## config.mk

```make
export PLATFORM = sky130hd
export DESIGN_NAME = mul4_fitness_scorer
export DESIGN_NICKNAME = d
export VERILOG_FILES = /design/src/rtl/mul4_eval_pkg.sv /design/src/rtl/mul4_lfsr64.sv /design/src/rtl/mul4_fitness_scorer.sv
export SDC_FILE = /design/constraint.sdc
export NUM_CORES = 2
export LEC_CHECK = 0
export BUFFER_PORTS_ARGS = -buffer_cell sky130_fd_sc_hd__buf_2
export CORE_MARGIN = 4
export CORE_UTILIZATION = 60
export CTS_BUF_LIST = sky130_fd_sc_hd__clkbuf_4 sky130_fd_sc_hd__clkbuf_8
export DETAILED_ROUTE_END_ITERATION = 10
export PLACE_DENSITY_LB_ADDON = 0.05
export SYNTH_ARGS = -nofsm -noshare
export SYNTH_HDL_FRONTEND = slang
export SYNTH_SLANG_ARGS = --single-unit
```

## constraint.sdc

```tcl
create_clock -name clk -period 11.7 [get_ports clk]
set_input_delay 0 -clock clk [delete_from_list [all_inputs] [get_ports clk]]
set_output_delay 0 -clock clk [all_outputs]
set_load 0.05 [all_outputs]
```

## src/rtl/mul4_eval_pkg.sv

```systemverilog
// Shared definitions for the mul4 candidate evaluation harness:
// FSM encoding, stimulus constants and a bit-count helper.
package mul4_eval_pkg;

   typedef enum logic [1:0] {
      S_IDLE  = 2'd0,
      S_DRIVE = 2'd1,
      S_DRAIN = 2'd2,
      S_DONE  = 2'd3
   } state_t;

   // Fibonacci feedback taps 64,63,61,60 expressed as bit positions 63,62,60,59
   localparam logic [63:0] LFSR_TAPS = 64'hD800_0000_0000_0000;

   // Fixed corner vectors, packed as {a, b}
   localparam logic [63:0] VEC0_AB = 64'h0000_0000_0000_0000;
   localparam logic [63:0] VEC1_AB = 64'hFFFF_FFFF_FFFF_FFFF;

   function automatic logic [6:0] popcount64(input logic [63:0] v);
      logic [6:0] n;
      n = '0;
      for (int i = 0; i < 64; i++) begin
         n = n + 7'(v[i]);
      end
      return n;
   endfunction

endpackage

```

## src/rtl/mul4_lfsr64.sv

```systemverilog
// 64-bit Fibonacci LFSR stimulus source with explicit reload and advance.
// A zero seed would lock the register at zero, so it is promoted to 1.
module mul4_lfsr64
   import mul4_eval_pkg::*;
#(
   parameter logic [63:0] SEED = 64'h0000_0000_0000_0001
)(
   input  logic        clk,
   input  logic        rst_n,
   input  logic        i_load,
   input  logic        i_advance,
   output logic [63:0] o_state
);

   localparam logic [63:0] SEED_NZ = (SEED == 64'h0) ? 64'h1 : SEED;

   logic [63:0] r_state;
   logic        w_fb;

   assign w_fb    = ^(r_state & LFSR_TAPS);
   assign o_state = r_state;

   // Reload on reset or run start, otherwise shift one step per advance
   always_ff @(posedge clk) begin
      if (!rst_n || i_load) begin
         r_state <= SEED_NZ;
      end else if (i_advance) begin
         r_state <= {r_state[62:0], w_fb};
      end
   end

endmodule

```

## src/rtl/mul4_fitness_scorer.sv

```systemverilog
// Sequential fitness harness around one combinational mul4 candidate.
// Drives one operand vector per cycle, registers per-vector bit/word
// hit counts against the golden 32x32->64 product, and accumulates them.
module mul4_fitness_scorer
   import mul4_eval_pkg::*;
#(
   parameter int          NUM_VECTORS = 256,
   parameter logic [63:0] SEED        = 64'hACE1_5EED_0BAD_F00D,
   parameter int          SCORE_W     = $clog2(NUM_VECTORS*64+1),
   parameter int          WORD_W      = $clog2(NUM_VECTORS*4+1)
)(
   input  logic               clk,
   input  logic               rst_n,
   input  logic               start,
   output logic [15:0]        a1,
   output logic [15:0]        a0,
   output logic [15:0]        b1,
   output logic [15:0]        b0,
   input  logic [15:0]        y3,
   input  logic [15:0]        y2,
   input  logic [15:0]        y1,
   input  logic [15:0]        y0,
   output logic               busy,
   output logic               done,
   output logic [SCORE_W-1:0] bit_score,
   output logic [WORD_W-1:0]  word_score,
   output logic               perfect
);

   localparam int                  IDX_W      = (NUM_VECTORS > 1) ? $clog2(NUM_VECTORS) : 1;
   localparam logic [IDX_W-1:0]    LAST_IDX   = IDX_W'(NUM_VECTORS - 1);
   localparam logic [SCORE_W-1:0]  FULL_SCORE = SCORE_W'(NUM_VECTORS * 64);

   // Number of 16-bit lanes where candidate and golden agree exactly
   function automatic logic [2:0] lane_matches(input logic [63:0] y, input logic [63:0] g);
      logic [2:0] n;
      n = '0;
      for (int l = 0; l < 4; l++) begin
         if (y[l*16 +: 16] == g[l*16 +: 16]) n = n + 3'd1;
      end
      return n;
   endfunction

   state_t             r_state;
   logic [31:0]        r_a;
   logic [31:0]        r_b;
   logic [IDX_W-1:0]   r_idx;
   logic               r_busy;
   logic               r_done;
   logic               r_perfect;
   logic [SCORE_W-1:0] r_bit_score;
   logic [WORD_W-1:0]  r_word_score;
   logic               r_vld_p1;
   logic [6:0]         r_bit_hits_p1;
   logic [2:0]         r_word_hits_p1;

   logic [63:0]        w_golden;
   logic [63:0]        w_y;
   logic [6:0]         w_bit_hits;
   logic [2:0]         w_word_hits;
   logic [63:0]        w_lfsr_state;
   logic               w_lfsr_load;
   logic               w_lfsr_adv;
   logic               w_start_ok;
   logic [SCORE_W-1:0] w_bit_sum;
   logic [WORD_W-1:0]  w_word_sum;

   assign a1 = r_a[31:16];
   assign a0 = r_a[15:0];
   assign b1 = r_b[31:16];
   assign b0 = r_b[15:0];

   assign busy       = r_busy;
   assign done       = r_done;
   assign bit_score  = r_bit_score;
   assign word_score = r_word_score;
   assign perfect    = r_perfect;

   assign w_y         = {y3, y2, y1, y0};
   assign w_golden    = {32'h0, r_a} * {32'h0, r_b};
   assign w_bit_hits  = popcount64(~(w_y ^ w_golden));
   assign w_word_hits = lane_matches(w_y, w_golden);

   assign w_start_ok  = start && ((r_state == S_IDLE) || (r_state == S_DONE));
   assign w_lfsr_load = w_start_ok;
   // Vector 2 consumes the freshly loaded state; each later vector steps once
   assign w_lfsr_adv  = (r_state == S_DRIVE) && (r_idx != LAST_IDX) && (r_idx != '0);

   assign w_bit_sum  = r_bit_score  + SCORE_W'(r_bit_hits_p1);
   assign w_word_sum = r_word_score + WORD_W'(r_word_hits_p1);

   mul4_lfsr64 #(
      .SEED      (SEED)
   ) u_lfsr (
      .clk       (clk),
      .rst_n     (rst_n),
      .i_load    (w_lfsr_load),
      .i_advance (w_lfsr_adv),
      .o_state   (w_lfsr_state)
   );

   // Score stage: capture hit counts of the vector currently on the operands
   always_ff @(posedge clk) begin
      r_bit_hits_p1  <= w_bit_hits;
      r_word_hits_p1 <= w_word_hits;
   end

   // Run control: vector sequencing, accumulation and result flags
   always_ff @(posedge clk) begin
      if (!rst_n) begin
         r_state      <= S_IDLE;
         r_a          <= '0;
         r_b          <= '0;
         r_idx        <= '0;
         r_busy       <= 1'b0;
         r_done       <= 1'b0;
         r_perfect    <= 1'b0;
         r_bit_score  <= '0;
         r_word_score <= '0;
         r_vld_p1     <= 1'b0;
      end else begin
         r_vld_p1 <= 1'b0;
         case (r_state)
            S_IDLE, S_DONE: begin
               if (start) begin
                  r_bit_score  <= '0;
                  r_word_score <= '0;
                  r_perfect    <= 1'b0;
                  r_done       <= 1'b0;
                  r_busy       <= 1'b1;
                  r_idx        <= '0;
                  {r_a, r_b}   <= VEC0_AB;
                  r_state      <= S_DRIVE;
               end
            end
            S_DRIVE: begin
               r_vld_p1 <= 1'b1;
               if (r_vld_p1) begin
                  r_bit_score  <= w_bit_sum;
                  r_word_score <= w_word_sum;
               end
               if (r_idx == LAST_IDX) begin
                  r_state <= S_DRAIN;
               end else begin
                  r_idx <= r_idx + 1'b1;
                  if (r_idx == '0) begin
                     {r_a, r_b} <= VEC1_AB;
                  end else begin
                     {r_a, r_b} <= w_lfsr_state;
                  end
               end
            end
            S_DRAIN: begin
               r_bit_score  <= w_bit_sum;
               r_word_score <= w_word_sum;
               r_perfect    <= (w_bit_sum == FULL_SCORE);
               r_busy       <= 1'b0;
               r_done       <= 1'b1;
               r_state      <= S_DONE;
            end
            default: begin
               r_state <= S_IDLE;
            end
         endcase
      end
   end

endmodule

```

======== Word-level counts from Yosys, hierarchy flattened ========
Cells that the tools add are included.
Widths: inputs -> output; s select.
storage, ports and cells
  register bits ........................... 178
  output and inout port bits .............. 93
  word-level logic and storage cells ...... 145
cells by class
  add/sub/neg operators ................... 69
  multipliers ............................. 1
  eq/ne operators ......................... 14
  mux-type cells .......................... 29
  bitwise gates (word level) .............. 2
  reductions and logical operators ........ 17
operators by type and width
  cell                  number
  $add 7x1->7           57
  $mux 32               5
  $pmux 32 s2           2
  $eq 16x16->1          4
  $mul 32x32->64        1
  $not 64->64           1
  $reduce_xor 64->1     1
  $xor 64x64->64        1
  $pmux 15 s3           1
  $pmux 11 s3           1
  $mux 15               2
  $mux 11               2
  $mux 8                2
  $pmux 8 s2            1
  $add 15x7->15         1
  $eq 15x15->1 const B  1
  $add 11x3->11         1
  $add 3x1->3 const B   3
  $mux 3                3
  $add 8x1->8 const B   1
  $eq 8x8->1 const B    1
  $logic_not 8->1       1
  $ne 8x8->1 const B    1
  $reduce_bool 8->1     1
  22 further kinds      37

======== Logic depth before layout (Yosys ltp) ========
  depth in word-level cells ............... 66
  depth in mapped cells ................... 47
  gate-level depth less buffers ........... 45

======== Hierarchy ========
A second synthesis with hierarchy kept.
second synthesis, totals
  cells, all modules ...................... 4,783
  area total of the unflattened synthesis .. 43,345.3 um^2
modules (own cells, without submodules)
  module               instances  cells each  area an instance (um^2)  seq. area each (um^2)
  mul4_fitness_scorer  1          4,572       41,009.3                 2,282.2
  mul4_lfsr64          1          211         2,336.0                  1,281.2

======== Worst setup path after synthesis ========
No wires, ideal clock.
  path kind ............................... flip-flop to flip-flop
  start point ............................. register r_a[25]
  end point ............................... register r_bit_hits_p1[6]
  setup time .............................. 0.117 ns
  arrival ................................. 12.417 ns
  data required time ...................... 11.583 ns
  path slack .............................. -0.834 ns
  cell stages (with the launch flop) ...... 42
  path buffers ............................ 2
  period minus slack after synthesis ...... 12.534 ns
  cell sequence ........................... dfxtp_1 -> clkbuf_1 -> nand2_1 -> fa_1 -> fa_1 -> fa_1 -> fa_1 -> inv_1 -> fa_1 -> fa_1 -> fa_1 -> inv_1 -> fa_1 -> inv_1 -> ha_1 -> buf_2 -> a21oi_1 -> o21ai_1 -> [... 6 more ...] -> inv_1 -> fa_1 -> fa_1 -> inv_1 -> fa_1 -> fa_1 -> fa_1 -> fa_1 -> fa_1 -> fa_1 -> ha_1 -> fa_1 -> a21oi_1 -> nor2_1 -> nor2_1 -> nor2b_1 -> o21ai_0 -> nand2b_1
on the way
  word-level cells in the longest chain between the ends .. 42
ends and longest elaborated chain
  element                     line                        text
  start, declared             mul4_fitness_scorer.sv:45   logic [31:0] r_a;
  start signal, assigned      mul4_fitness_scorer.sv:149  {r_a, r_b} <= w_lfsr_state;
  $mul 32x32->64 (*)          mul4_fitness_scorer.sv:80   assign w_golden = {32'h0, r_a} * {32'h0, r_b};
  $xor 64x64->64 (*)          mul4_fitness_scorer.sv:81   assign w_bit_hits = popcount64(~(w_y ^ w_golden));
  $not 64->64 (*)             mul4_fitness_scorer.sv:81
  $add 7x1->7 (38 in series)  mul4_eval_pkg.sv:23         n = n + 7'(v[i]);
  $add 7x1->7 (*)             mul4_eval_pkg.sv:23
  named net w_bit_hits[6]     mul4_fitness_scorer.sv:59   logic [6:0] w_bit_hits;
  end signal, assigned        mul4_fitness_scorer.sv:104  r_bit_hits_p1 <= w_bit_hits;
  end, declared               mul4_fitness_scorer.sv:54   logic [6:0] r_bit_hits_p1;
Mark *: on every way through the listed nets, which the timed path passes. The rest lies on a longest branch.
A chain may end at the register's enable or synchronous reset.

======== Worst setup path in the final report ========
  start point ............................. register r_a[13]
  end point ............................... register r_word_hits_p1[1]
on the way
  word-level cells in the longest chain between the ends .. 9
  elaborated cells between the ends (all ways) .. 12
  classes of those cells .................. add/sub (3); mul (1); eq/ne (4); mux (4)
ends and longest elaborated chain
  element                   line                        text
  $mul 32x32->64 (*)        mul4_fitness_scorer.sv:80
  $eq 16x16->1              mul4_fitness_scorer.sv:39   if (y[l*16 +: 16] == g[l*16 +: 16]) n = n + 3'd1;
  $mux 1                    mul4_fitness_scorer.sv:39
  $add 3x1->3               mul4_fitness_scorer.sv:39
  $mux 3                    mul4_fitness_scorer.sv:39
  $add 3x1->3               mul4_fitness_scorer.sv:39
  $mux 3                    mul4_fitness_scorer.sv:39
  $add 3x1->3               mul4_fitness_scorer.sv:39
  $mux 3 (*)                mul4_fitness_scorer.sv:39
  named net w_word_hits[1]  mul4_fitness_scorer.sv:60   logic [2:0] w_word_hits;
  end signal, assigned      mul4_fitness_scorer.sv:105  r_word_hits_p1 <= w_word_hits;
  end, declared             mul4_fitness_scorer.sv:55   logic [2:0] r_word_hits_p1;
Marked as above.

==> impl_results.md <==
- Status: finished with violations
- Failing checks: negative setup slack
- Final min period: 12490 ps
- Synth Flop Type: dfxtp_1
- Gr busiest metal: met2
- Dpl hpwl: 103000 µm
- Crit. End Element: flop
- Global routing usage on met3: 5.56%
- Clock Tree Root: clkbuf_8
- Synth unique cells: 85
- Fraction of registers with async set/reset: 0%
- Initial antenna violation count: 6
- Final Hold Violating Endpoints: 0
- Worst path max stage delay: between 500 and 600 ps
- Mapped Avg Cell Area: 8.96 µm²
- Share of cells above drive strength 1: 19.7%
- GR Util met1: about 45%
- Site row count: 98
- CTS tree: yes
- Die ar.: 76800 µm²
- DRC errors left: 0
- Req. time, crit path: 12190 ps
- Wirelength per Cell: 21.0 µm
- Vias: around 35000
- Area grow syn2layout: 16.9%
- Setup slack, reg-to-reg: -790 ps
- Synth top area cells: fa_1 44%, and2_1 8.7%, ha_1 8.6%
- Tightest Pin Transition: 1120 ps
- Die height: 277 µm
- Ys Warns: 0
- Mapped cell area: 43400 µm²
- Cts bufs inserted: 17
- RSZ-0062 raised after global routing: yes
- Vias in the first global route: about 38000
- Final nets: 6630
- Clock skew: ~24 ps
- Crit path from: r_a[13]$_SDFFE_PN0P_
- # setup viols final: 9
- Initial DRC count: 2669
- Synth top area share: around 44%
- Max Cap Violations: 0
- Synthesized net count: 6164
- Slew Viols, Final: 0
- WP data arrival: 12980 ps
- Sequential share of the synthesized area: 8.20%
- GRT Total Usage: 34.5%
- Worst setup margin: -789 ps
- Area of the multi-input gates: 36200 µm²
- Die width: between 200 and 300 µm
- GRT overflow: 0
- Nature of the critical path startpoint: flop
- Maximum number of pins on one net before global-route repair: 66
- Clock insertion delay at the later pin of the skew report: 590 ps
- WS Path Type: flop to flop
- Layout fillers: 5612
- Post-synth EDFFs: 0
- Cell taking the most area after synthesis: fa_1
- Max Fanout on Critical Path: 8
- Top achievable clock speed: between 0.08 and 0.09 GHz
- CP max-delay cell: fa_2
- Routability Congestion: between 0.9 and 1
- Post-Place Worst Slack: -629 ps
- Most Frequent Cell on Critical Path: buf_4
- Sink Count: 178
- Worst Setup EP: r_word_hits_p1[1]$_DFF_P_
- Initial core utilization: 60.7%
- CTS Buffer Depth: 2
- First-pass GRT wire length: 207000 µm
- FF+latch count, synth: about 180
- Sequential cell area: 3770 µm²
- Most frequent cells in the layout: 890 x fa_1, 887 x inv_1, 704 x nand2_1
- # port buffers: 159
- Commonest non-fill, non-tap cell in the layout: fa_1
- Pre-antenna DRT Iters: 6
- Grt met2 use: 57.0%
- Period utilization: 107%
- RR Endpoint: r_word_hits_p1[1]$_DFF_P_
- Worst Reg-to-Reg Cells: 67
- Slew headroom: between 20% and 30%
- Routed Antenna Nets: 0
- Core Area: 71600 µm²
- Worst hold path class: input port to flop
- Routed WL: around 130000 µm
- Ports: 160
- Via/cell ratio: 5.60
- Clock Pin Slew Worst Setup and Hold Paths: roughly 130 ps
- Mapped Cells: 4848
- H-tree levels: 4
- Worst R2R Start: r_a[13]$_SDFFE_PN0P_
[cell type report]
type	instances	share of cell area (%)
antenna	3	0.0148
multi-input combinational	3474	71.3
timing repair buffer	728	11.3
clock inverter	15	0.416
clock buffer	17	0.461
sequential	178	7.43
tap	950	2.34
inverter	915	6.76
[per-stage QoR]
stage	utilization [%]	instances	hold slack, ps	setup TNS [ps]	area (µm²)
floorplan	-	4848	246	-118	43800
global placement	66.9	6091	407	-1850	47900
detailed placement	66.9	6091	399	-2600	47900
CTS	70.0	6235	51.8	-2010	50100
global route	70.9	6279	119	-7160	50800
finish	70.9	6280	95.7	-4730	50800
[critical path: cells and delay by family, from the launching register on]
kind,cells,cell delay [ps]
multiplexers,1,270
buffers and inverters,46,5670
AO/OA/AOI/OAI,8,1420
adder cells (fa/ha/maj),9,4320
flip-flops,1,390
AND/OR/NAND/NOR,3,280
[layer usage]
metal / routed length, µm / up-vias
li1: - / 15492
met1: 51900 / 17857
met2: 63000 / 1460
met3: 10100 / 369
met4: 7130 / 0
met5: 0 / -
[state kept, by name, summed over array words and instances, names as in the netlist, 2 cells and up]
signal / cells
r_idx: 8
bit_score: 15
r_state: 2
u_lfsr.o_state: 64
r_word_hits_p1: 3
word_score: 11
r_bit_hits_p1: 7
r_b: 32
r_a: 32
[cell families (layout without fill, tap and decap cells)]
kind of cell	after synthesis	in the layout	share of synthesized area, %
AO/OA/AOI/OAI	453	453	7.11
adder cells (fa/ha/maj)	1249	1249	52.4
XOR/XNOR	148	148	3.02
AND/OR/NAND/NOR	1616	1616	18.7
buffers and inverters	1196	1675	10.4
flip-flops	178	178	8.20
multiplexers	8	8	0.193
other	0	3	0
[worst min path at each step]
stage,end,startpoint,depth (start not counted)
6_report,r_word_hits_p1[0]$_DFF_P_,y3[12],6
5_1_grt,r_word_hits_p1[2]$_DFF_P_,y3[14],5
4_1_cts,r_word_hits_p1[0]$_DFF_P_,y3[12],6
3_5_place_dp,r_state[1]$_SDFFE_PN0P_,start,3
3_3_place_gp,r_state[1]$_SDFFE_PN0P_,start,3
2_1_floorplan,r_state[1]$_SDFFE_PN0P_,start,2
[synthesized netlist by cell type (all sizes together) (10+ instances only)]
cell and instances:
fa 952, o21ai 58, xnor2 100, and2 601, nand2 712, ha 297, o21bai 16, nand4 25
nor2 85, dfxtp 178, xor2 48, a21boi 72, clkbuf 260, o211ai 78, and3 19, a31oi 13
nand3 74, a21oi 119, o21a 10, a22oi 17, a21o 27, buf 21, nor2b 30, nor3 20
nand2b 12, inv 915
[timing repair]
action,in CTS,in global routing
hold buffers,4,0
setup buffers,110,41
resized for setup,185,91
gates cloned,1,1
endpoints found under the setup margin,6,10
endpoints found under the hold margin,34,0
pin swaps,131,65
Power is not shown: default switching activity piles up to over one toggle a cycle in this logic, so the estimate is an artifact.
